`src/rtl/eth_tx_link_steering_if.sv`:
```
// TX frame stream bundle: start/valid/commit/drop strobes plus per-word and per-frame fields.
// The master drives every signal; the slave only observes.
interface eth_tx_link_steering_if #(
    parameter int DATA_WIDTH = 32
) ();
    localparam int BV_W = $clog2(DATA_WIDTH / 8) + 1;

    logic                  start;
    logic                  data_valid;
    logic [BV_W-1:0]       bytes_valid;
    logic [DATA_WIDTH-1:0] data;
    logic [47:0]           dst_mac;
    logic [15:0]           ethertype;
    logic                  commit;
    logic                  drop;

    modport master (
        output start, data_valid, bytes_valid, data, dst_mac, ethertype, commit, drop
    );
    modport slave (
        input  start, data_valid, bytes_valid, data, dst_mac, ethertype, commit, drop
    );
endinterface

```
`src/rtl/eth_tx_link_steering.sv`:
```
// Steers whole TX frames to the 10G port (preferred) or the 1G port, aborting cleanly on link loss.
// Latency: 1 cycle, all outputs registered. No backpressure: downstream buffers absorb or drop.
module eth_tx_link_steering #(
    parameter int DATA_WIDTH = 32,
    parameter int CNT_WIDTH  = 16
) (
    input  logic                  i_clk,
    input  logic                  i_rst,
    input  logic                  i_baser_link_up,
    input  logic                  i_baset_link_up,
    eth_tx_link_steering_if.slave  i_up,
    eth_tx_link_steering_if.master o_baser,
    eth_tx_link_steering_if.master o_baset,
    output logic [1:0]            o_active_port,
    output logic [CNT_WIDTH-1:0]  o_frames_baser,
    output logic [CNT_WIDTH-1:0]  o_frames_baset,
    output logic [CNT_WIDTH-1:0]  o_frames_dropped
);
    // Encoding doubles as the active_port value.
    typedef enum logic [1:0] {
        IDLE    = 2'd0,
        FWD_R   = 2'd1,
        FWD_T   = 2'd2,
        DISCARD = 2'd3
    } state_t;

    state_t     r_state;
    state_t     w_nxt;
    // Strobe vectors ordered {start, data_valid, commit, drop}.
    logic [3:0] w_r;
    logic [3:0] w_t;
    logic [3:0] w_cur;
    logic       w_link;
    logic       w_end;
    logic       w_take;
    logic [1:0] w_drop_amt;

    function automatic logic [CNT_WIDTH-1:0] sat_add(input logic [CNT_WIDTH-1:0] c,
                                                     input logic [1:0] a);
        logic [CNT_WIDTH:0] s;
        s = {1'b0, c} + {{(CNT_WIDTH-1){1'b0}}, a};
        return s[CNT_WIDTH] ? {CNT_WIDTH{1'b1}} : s[CNT_WIDTH-1:0];
    endfunction

    always_comb begin
        w_nxt      = r_state;
        w_r        = 4'b0000;
        w_t        = 4'b0000;
        w_cur      = 4'b0000;
        w_take     = 1'b0;
        w_drop_amt = 2'd0;
        w_link     = (r_state == FWD_R) ? i_baser_link_up : i_baset_link_up;
        w_end      = i_up.commit | i_up.drop;

        case (r_state)
            IDLE: w_take = i_up.start;
            FWD_R, FWD_T: begin
                w_take = i_up.start;
                if (!w_link) begin
                    w_cur[0]   = 1'b1;
                    w_drop_amt = 2'd1;
                    w_nxt      = w_end ? IDLE : DISCARD;
                end else if (w_end) begin
                    w_cur[2] = i_up.data_valid;
                    w_cur[1] = i_up.commit;
                    w_cur[0] = ~i_up.commit;
                    w_nxt    = IDLE;
                end else if (i_up.start) begin
                    // Start while a frame is open: abort the old one, then re-decide below.
                    w_cur[0]   = 1'b1;
                    w_drop_amt = 2'd1;
                end else begin
                    w_cur[2] = i_up.data_valid;
                end
                if (r_state == FWD_R) w_r = w_cur;
                else                  w_t = w_cur;
            end
            DISCARD: begin
                w_take = i_up.start;
                if (w_end) w_nxt = IDLE;
            end
            default: w_nxt = IDLE;
        endcase

        if (w_take) begin
            if (i_baser_link_up) begin
                w_r[3] = 1'b1;
                w_r[2] = i_up.data_valid;
                w_nxt  = FWD_R;
            end else if (i_baset_link_up) begin
                w_t[3] = 1'b1;
                w_t[2] = i_up.data_valid;
                w_nxt  = FWD_T;
            end else begin
                w_nxt      = DISCARD;
                w_drop_amt = w_drop_amt + 2'd1;
            end
        end
    end

    always_ff @(posedge i_clk) begin
        if (i_rst) begin
            r_state             <= IDLE;
            o_baser.start       <= 1'b0;
            o_baser.data_valid  <= 1'b0;
            o_baser.commit      <= 1'b0;
            o_baser.drop        <= 1'b0;
            o_baser.bytes_valid <= '0;
            o_baser.data        <= '0;
            o_baser.dst_mac     <= '0;
            o_baser.ethertype   <= '0;
            o_baset.start       <= 1'b0;
            o_baset.data_valid  <= 1'b0;
            o_baset.commit      <= 1'b0;
            o_baset.drop        <= 1'b0;
            o_baset.bytes_valid <= '0;
            o_baset.data        <= '0;
            o_baset.dst_mac     <= '0;
            o_baset.ethertype   <= '0;
            o_frames_baser      <= '0;
            o_frames_baset      <= '0;
            o_frames_dropped    <= '0;
        end else begin
            r_state             <= w_nxt;
            o_baser.start       <= w_r[3];
            o_baser.data_valid  <= w_r[2];
            o_baser.commit      <= w_r[1];
            o_baser.drop        <= w_r[0];
            o_baser.bytes_valid <= i_up.bytes_valid;
            o_baser.data        <= i_up.data;
            o_baser.dst_mac     <= i_up.dst_mac;
            o_baser.ethertype   <= i_up.ethertype;
            o_baset.start       <= w_t[3];
            o_baset.data_valid  <= w_t[2];
            o_baset.commit      <= w_t[1];
            o_baset.drop        <= w_t[0];
            o_baset.bytes_valid <= i_up.bytes_valid;
            o_baset.data        <= i_up.data;
            o_baset.dst_mac     <= i_up.dst_mac;
            o_baset.ethertype   <= i_up.ethertype;
            o_frames_baser      <= sat_add(o_frames_baser, {1'b0, w_r[1]});
            o_frames_baset      <= sat_add(o_frames_baset, {1'b0, w_t[1]});
            o_frames_dropped    <= sat_add(o_frames_dropped, w_drop_amt);
        end
    end

    assign o_active_port = r_state;
endmodule

```
`src/flat_wrapper.sv`:
```
// flat-port wrapper written by rule: the top's interface ports become plain ports
module eth_tx_link_steering_flat 
#(
    parameter int DATA_WIDTH = 32,
    parameter int CNT_WIDTH  = 16
)
  (i_clk, i_rst, i_baser_link_up, i_baset_link_up, o_active_port, o_frames_baser, o_frames_baset, o_frames_dropped, i_up_start, i_up_data_valid, i_up_bytes_valid, i_up_data, i_up_dst_mac, i_up_ethertype, i_up_commit, i_up_drop, o_baser_start, o_baser_data_valid, o_baser_bytes_valid, o_baser_data, o_baser_dst_mac, o_baser_ethertype, o_baser_commit, o_baser_drop, o_baset_start, o_baset_data_valid, o_baset_bytes_valid, o_baset_data, o_baset_dst_mac, o_baset_ethertype, o_baset_commit, o_baset_drop);
  eth_tx_link_steering_if #(.DATA_WIDTH(DATA_WIDTH)) i_up_i ();
  eth_tx_link_steering_if #(.DATA_WIDTH(DATA_WIDTH)) o_baser_i ();
  eth_tx_link_steering_if #(.DATA_WIDTH(DATA_WIDTH)) o_baset_i ();
  input  logic i_clk;
  input  logic i_rst;
  input  logic i_baser_link_up;
  input  logic i_baset_link_up;
  output logic [1:0] o_active_port;
  output logic [CNT_WIDTH-1:0] o_frames_baser;
  output logic [CNT_WIDTH-1:0] o_frames_baset;
  output logic [CNT_WIDTH-1:0] o_frames_dropped;
  input wire logic [$bits(i_up_i.start)-1:0] i_up_start;
  input wire logic [$bits(i_up_i.data_valid)-1:0] i_up_data_valid;
  input wire logic [$bits(i_up_i.bytes_valid)-1:0] i_up_bytes_valid;
  input wire logic [$bits(i_up_i.data)-1:0] i_up_data;
  input wire logic [$bits(i_up_i.dst_mac)-1:0] i_up_dst_mac;
  input wire logic [$bits(i_up_i.ethertype)-1:0] i_up_ethertype;
  input wire logic [$bits(i_up_i.commit)-1:0] i_up_commit;
  input wire logic [$bits(i_up_i.drop)-1:0] i_up_drop;
  output wire logic [$bits(o_baser_i.start)-1:0] o_baser_start;
  output wire logic [$bits(o_baser_i.data_valid)-1:0] o_baser_data_valid;
  output wire logic [$bits(o_baser_i.bytes_valid)-1:0] o_baser_bytes_valid;
  output wire logic [$bits(o_baser_i.data)-1:0] o_baser_data;
  output wire logic [$bits(o_baser_i.dst_mac)-1:0] o_baser_dst_mac;
  output wire logic [$bits(o_baser_i.ethertype)-1:0] o_baser_ethertype;
  output wire logic [$bits(o_baser_i.commit)-1:0] o_baser_commit;
  output wire logic [$bits(o_baser_i.drop)-1:0] o_baser_drop;
  output wire logic [$bits(o_baset_i.start)-1:0] o_baset_start;
  output wire logic [$bits(o_baset_i.data_valid)-1:0] o_baset_data_valid;
  output wire logic [$bits(o_baset_i.bytes_valid)-1:0] o_baset_bytes_valid;
  output wire logic [$bits(o_baset_i.data)-1:0] o_baset_data;
  output wire logic [$bits(o_baset_i.dst_mac)-1:0] o_baset_dst_mac;
  output wire logic [$bits(o_baset_i.ethertype)-1:0] o_baset_ethertype;
  output wire logic [$bits(o_baset_i.commit)-1:0] o_baset_commit;
  output wire logic [$bits(o_baset_i.drop)-1:0] o_baset_drop;
  assign i_up_i.start = i_up_start;
  assign i_up_i.data_valid = i_up_data_valid;
  assign i_up_i.bytes_valid = i_up_bytes_valid;
  assign i_up_i.data = i_up_data;
  assign i_up_i.dst_mac = i_up_dst_mac;
  assign i_up_i.ethertype = i_up_ethertype;
  assign i_up_i.commit = i_up_commit;
  assign i_up_i.drop = i_up_drop;
  assign o_baser_start = o_baser_i.start;
  assign o_baser_data_valid = o_baser_i.data_valid;
  assign o_baser_bytes_valid = o_baser_i.bytes_valid;
  assign o_baser_data = o_baser_i.data;
  assign o_baser_dst_mac = o_baser_i.dst_mac;
  assign o_baser_ethertype = o_baser_i.ethertype;
  assign o_baser_commit = o_baser_i.commit;
  assign o_baser_drop = o_baser_i.drop;
  assign o_baset_start = o_baset_i.start;
  assign o_baset_data_valid = o_baset_i.data_valid;
  assign o_baset_bytes_valid = o_baset_i.bytes_valid;
  assign o_baset_data = o_baset_i.data;
  assign o_baset_dst_mac = o_baset_i.dst_mac;
  assign o_baset_ethertype = o_baset_i.ethertype;
  assign o_baset_commit = o_baset_i.commit;
  assign o_baset_drop = o_baset_i.drop;
  eth_tx_link_steering #(.DATA_WIDTH(DATA_WIDTH), .CNT_WIDTH(CNT_WIDTH)) u_core (.i_clk(i_clk), .i_rst(i_rst), .i_baser_link_up(i_baser_link_up), .i_baset_link_up(i_baset_link_up), .i_up(i_up_i), .o_baser(o_baser_i), .o_baset(o_baset_i), .o_active_port(o_active_port), .o_frames_baser(o_frames_baser), .o_frames_baset(o_frames_baset), .o_frames_dropped(o_frames_dropped));
endmodule
```
`config.mk`:
```
export PLATFORM = sky130hd
export DESIGN_NAME = eth_tx_link_steering_flat
export DESIGN_NICKNAME = d
export VERILOG_FILES = /design/src/rtl/eth_tx_link_steering_if.sv /design/src/rtl/eth_tx_link_steering.sv /design/src/flat_wrapper.sv
export SDC_FILE = /design/constraint.sdc
export NUM_CORES = 1
export LEC_CHECK = 0
export ABC_AREA = 1
export CAP_MARGIN = 20
export CORE_ASPECT_RATIO = 0.75
export CORE_MARGIN = 4
export CORE_UTILIZATION = 39
export CTS_BUF_LIST = sky130_fd_sc_hd__clkbuf_4 sky130_fd_sc_hd__clkbuf_8 sky130_fd_sc_hd__clkbuf_16
export CTS_CLUSTER_SIZE = 14
export DETAILED_ROUTE_END_ITERATION = 6
export GPL_ROUTABILITY_DRIVEN = 1
export GPL_TIMING_DRIVEN = 0
export PLACE_DENSITY_LB_ADDON = 0.15
export RECOVER_POWER = 25
export SYNTH_ARGS = -nofsm -noshare
export SYNTH_HDL_FRONTEND = slang
export SYNTH_SLANG_ARGS = --single-unit
```
`constraint.sdc`:
```
create_clock -name i_clk -period 3.4 [get_ports i_clk]
set_input_delay 0.51 -clock i_clk [delete_from_list [all_inputs] [get_ports i_clk]]
set_output_delay 0.51 -clock i_clk [all_outputs]
set_load 0.01 [all_outputs]
```
-- After elaboration in Yosys (flattened, before gate mapping)
Cells that the tools add are included.
- add/sub/neg operators: 4
- multipliers: 0
- div/mod/pow operators: 0
- magnitude comparators: 0
- equality and inequality tests: 3
- shifts and indexed selects: 0
- mux-type cells: 35
- bitwise gates (word level): 4
- reductions and logical operators: 6
- operators with widths (cell ; count):
    $mux 16 ; 3
    $add 16x1->17 ; 2
    $mux 2 ; 16
    $add 16x2->17 ; 1
    $mux 1 ; 11
    $mux 4 ; 2
    $mux 3 ; 2
    $reduce_or 3->1 ; 2
    $eq 2x2->1 const B ; 2
    $pmux 2 s2 ; 1
    $reduce_or 4->1 ; 1
    $not 1->1 ; 3
    $reduce_bool 3->1 ; 1
    $add 2x1->2 const B ; 1
    $eq 2x1->1 const B ; 1
    $logic_not 2->1 ; 1
    $reduce_or 2->1 ; 1
    $or 1x1->1 ; 1
- register bits: 157
- bits in latches: 0
- RAM bits: 0
- memory bits (read-only): 0
- input port bits: 107
- memories: 0

-- Longest topological paths before layout
- depth in word-level cells: 10
- gate-level depth with buffers: 21
- gate-level depth less buffers: 21

-- Worst setup path after synthesis
OpenSTA, ideal clock, no wires.
- kind: register to register
- start: reg u_core.r_state[1] (netlist: u_core.o_active_port[1])
- end: reg u_core.o_frames_dropped[3]
- library setup time: 70 ps
- arrival: 2967 ps
- data required time: 3330 ps
- path slack: 364 ps
- cell stages (with the launch flop): 19
- period minus slack after synthesis: 3036 ps
- path through: dfxtp_1 > inv_1 > ha_1 > o21ai_0 > nand2_1 > inv_1 > nor2_1 > ha_1 > nand2_1 > o31ai_1 > ha_1 > inv_1 > fa_1 > inv_1 > nand2_1 > nor3_4 > nand2_2 > buf_6 > a21oi_2
- cells in the longest elaborated chain, start to end: 10
- RTL lines (what ; RTL line ; source):
    start, declared ; eth_tx_link_steering.sv:27 ; state_t r_state;
    start signal, assigned ; eth_tx_link_steering.sv:124 ; r_state <= w_nxt;
    $eq 2x1->1 ; eth_tx_link_steering.sv:52, eth_tx_link_steering.sv:55 ;
    $mux 1 ; eth_tx_link_steering.sv:52 ; w_link = (r_state == FWD_R) ? i_baser_link_up : i_baset_link_up;
    $mux 2 ; eth_tx_link_steering.sv:59 ; if (!w_link) begin
    $mux 2 (*) ; eth_tx_link_steering.sv:55 ; case (r_state)
    $add 2x1->2 ; eth_tx_link_steering.sv:96 ; w_drop_amt = w_drop_amt + 2'd1;
    $mux 2 ; eth_tx_link_steering.sv:90 ; end else if (i_baset_link_up) begin
    $mux 2 ; eth_tx_link_steering.sv:86 ; if (i_baser_link_up) begin
    $mux 2 (*) ; eth_tx_link_steering.sv:85 ; if (w_take) begin
    $add 16x2->17 (*) ; eth_tx_link_steering.sv:41 ; s = {1'b0, c} + {{(CNT_WIDTH-1){1'b0}}, a};
    $mux 16 (*) ; eth_tx_link_steering.sv:42 ; return s[CNT_WIDTH] ? {CNT_WIDTH{1'b1}} : s[CNT_WIDTH-1:0];
    end signal, assigned ; eth_tx_link_steering.sv:143 ; o_frames_dropped <= sat_add(o_frames_dropped, w_drop_amt);
    end, declared ; eth_tx_link_steering.sv:17 ; output logic [CNT_WIDTH-1:0] o_frames_dropped
Every way passes the cells marked *; elsewhere a longest branch is shown, timed or not.
A chain may end at the register's enable or synchronous reset.

-- Worst setup path after layout
- start: reg u_core.r_state[1] (netlist: u_core.o_active_port[1])
- end: reg u_core.o_frames_dropped[12]
Same word-level chain as after synthesis.

==> summary.md <==
| Metric | Value |
|---|---|
| Wirelength per Cell | approximately 16 µm |
| Worst Hold Class | reg2reg |
| Critical Path Most Common Cell | nand2_1 |
| Clk_lat worst skew | between 0.4 and 0.5 ns |
| Final wirelength | roughly 23000 µm |
| Area of the mapped netlist | slightly below 7000 µm² |
| Tmin final | approximately 3.1 ns |
| RSZ-0062 raised after global routing | no |
| Layout Skew | 0.003765 ns |
| Post-route cell area | 11210 µm² |
| First-pass DRT Iterations | 4 |
| TritonCTS Sinks | roughly 160 |
| Syn. warnings | 0 |
| Die area | 19420 µm² |
| Die X | roughly 160 µm |
| Final hold violation count | 0 |
| Routed via count | around 6200 |
| Mapped Nets | 971 |
| Hold buffers post-CTS | 0 |
| Total GRT Usage | 23.09% |
| Routability Congestion | just over 0.9 |
| Vias in the first global route | roughly 5800 |
| Worst setup EP type | flip-flop |
| Least-Margin Pin Slew | 0.8315 ns |
| TritonCTS clock tree | done |
| Syn Area/Cell | roughly 7.9 µm² |
| Post-layout nets | roughly 1400 |
| Synth top area cells | dfxtp_1 47%, buf_4 11%, inv_1 9.4% |
| Final Power | between 4 and 5 mW |
| Cells after Synth | between 800 and 900 |
| Placed Area | 10600 µm² |
| Rows | slightly above 40 |
| DRC | 0 |
| Seq cells post-synth | 157 |
| Placed Cells | ~1400 |
| Final non-filler cell total | 1460 |
| Clk root buf | clkbuf_16 |
| Setup WS pre-CTS | -0.3627 ns |
| Relative slew slack | between 40 and 50% |
| Critical Path Start Type | flip-flop |
| Die height | between 100 and 150 µm |
| Synth area leader | dfxtp_1 |
| Worst Slack Setup Final | approximately 0.25 ns |
| Reg clk slew, reported paths | around 0.06 ns |
| Global route overflow | 0 |
| Max Freq | 317.7 MHz |
| Via density | 4.260 |
| Critical Path Fanout Max | 6 |
| Most common cell after layout, fill and taps aside | clkdlybuf4s50_1 |
| Max Root-Sink Buffers | 2 |
| Power Density | 406.5 nW/µm² |
| Largest net degree at the start of global routing | 17 |
| Syn-to-layout area delta | 66.77% |
| Status | complete, no violations |
| Count of cell types in the netlist | 33 |
| Leakage power | 5.023 nW |
| Fin crit share | 92.58% |
| First DRT Iteration DRCs | between 300 and 400 |
| Htree depth | 4 |
| Placeable Area | between 15000 and 20000 µm² |
| Port bufs | approximately 360 |
| First-pass GRT wire length | ~34000 µm |
| Crit-path cells | inv_1 -> ha_4 -> nand2_1 -> o21ai_4 -> nand2_1 -> inv_1 -> nor2_1 -> ha_1 -> nand2_1 -> o31ai_1 -> ha_2 -> inv_1 -> fa_1 -> inv_1 -> nand2_1 -> nor2_4 -> nand3_1 -> nor2_1 -> nand2_1 -> nand2_1 -> nor2_1 |
| Synth top area share | between 40% and 50% |
| Slowest Stage Delay on Critical Path | 0.41 ns |
| Kind of critical path | reg2reg |
| HPWL Detailed | approximately 19000 µm |
| ANT nets after route | 0 |
| Initial antenna violation count | 2 |
| Share of cells above drive strength 1 | 14.38% |
| Pins over their slew limit | 0 |
| Ports | roughly 360 |
| Initial Utilization | approximately 40% |
| Critical path arrival | between 3 and 4 ns |
| Post-synthesis sequential area ratio | between 40 and 50% |
| Commonest non-fill, non-tap cells in the layout | 360 x clkdlybuf4s50_1, 168 x inv_1, 157 x dfxtp_1, 154 x nor2_1, 101 x nand2_1 |
| Max-cap violations | 0 |
| CTS buffer count | 17 |
| Required @ worst endpoint | approximately 3.7 ns |
| Final Setup Violations | 0 |
| Slowest stage cell on the critical path | fa_1 |
| Antenna diode count | 0 |
| Worst IR Drop VDD | between 300 and 400 µV |
worst max-delay path: cells and delay by family, from the launching register on:
| family | cells | cell delay [ns] |
|---|---|---|
| AND/OR/NAND/NOR | 11 | 1.07 |
| flip-flops | 1 | 0.34 |
| buffers and inverters | 4 | 0.36 |
| adder cells (fa/ha/maj) | 4 | 1.09 |
| AO/OA/AOI/OAI | 2 | 0.19 |
Yosys cell counts (all sizes together):
| master | number |
|---|---|
| a21oi | 31 |
| a31oi | 3 |
| buf | 112 |
| clkbuf | 7 |
| dfxtp | 157 |
| fa | 1 |
| ha | 10 |
| inv | 170 |
| nand2 | 105 |
| nand3 | 39 |
| nand3b | 3 |
| nand4 | 14 |
| nor2 | 162 |
| nor3 | 8 |
| o211ai | 1 |
| o21a | 1 |
| o21ai | 9 |
| o31ai | 1 |
| xnor2 | 7 |
| xor2 | 12 |
final timing paths:
path                              from                          end  slack, ns  cells past startpoint
min reg2reg  u_core.o_frames_baser[14]    u_core.o_frames_baser[14]       0.50                      2
max            u_core.o_active_port[1]  u_core.o_frames_dropped[12]       0.25                     21
min          u_core.o_frames_baser[14]    u_core.o_frames_baser[14]       0.50                      2
max reg2reg    u_core.o_active_port[1]  u_core.o_frames_dropped[12]       0.25                     21
per-layer routing:
| metal | wire [µm] | up-vias | track usage (%) | share of wire [%] |
|---|---|---|---|---|
| met5 | 30 | - | 0 | 0.13 |
| met4 | 499 | 4 | 8.022 | 2.1 |
| met3 | 1840 | 39 | 7.846 | 7.8 |
| met2 | 11230 | 215 | 38.07 | 48 |
| met1 | 9846 | 2756 | 28.48 | 42 |
| li1 | - | 3205 | - | - |
repair_timing:
action	in CTS	in global routing
pin swaps	0	3
endpoints found under the setup margin	11	16
resized for setup	1	5
buffers inserted	0	1
through the flow:
step	hold slack, ns	setup TNS, ns	util, %
2_1_floorplan	0.5005	0	-
3_3_place_gp	0.4899	-4.139	62.82
3_5_place_dp	0.4789	-5.024	62.82
4_1_cts	0.4957	0	66.22
5_1_grt	0.5105	0	66.40
6_report	0.4965	0	66.40
layout make-up:
cell class / instances / area, µm²
Fill cell: 1385 / 5670
Timing Repair Buffer: 362 / 3621
Sequential cell: 157 / 3143
Multi-Input combinational cell: 407 / 2115
Buffer: 119 / 848.3
Inverter: 170 / 638.1
Clock buffer: 23 / 483.0
Tap cell: 215 / 269.0
Clock inverter: 7 / 90.09
power breakdown:
group	switching, mW	internal (mW)	total, mW
Sequential	0.0457	1.91	1.96
Combinational	0.283	0.442	0.725
Clock	0.731	1.14	1.87
Total	1.06	3.50	4.56
flip-flops by register name, indices dropped and copies added (netlist names), 2 cells and up:
register and flops:
u_core.o_baser.ethertype 16, u_core.o_frames_dropped 16, u_core.o_active_port 2, u_core.o_frames_baset 16, u_core.o_baser.bytes_valid 3, u_core.o_baser.data 32, u_core.o_frames_baser 16, u_core.o_baser.dst_mac 48
cells by family after synthesis:
family / count (synthesis) / synth area share (%)
and+or+nand+nor: 331 / 21.71
buffers and inverters: 289 / 22.16
DFF: 157 / 46.77
AOI/OAI and AO/OA: 46 / 4.729
xor gates and xnor gates: 19 / 2.476
adders and majority gates: 11 / 2.160
Power figures use the tool's default switching activity.
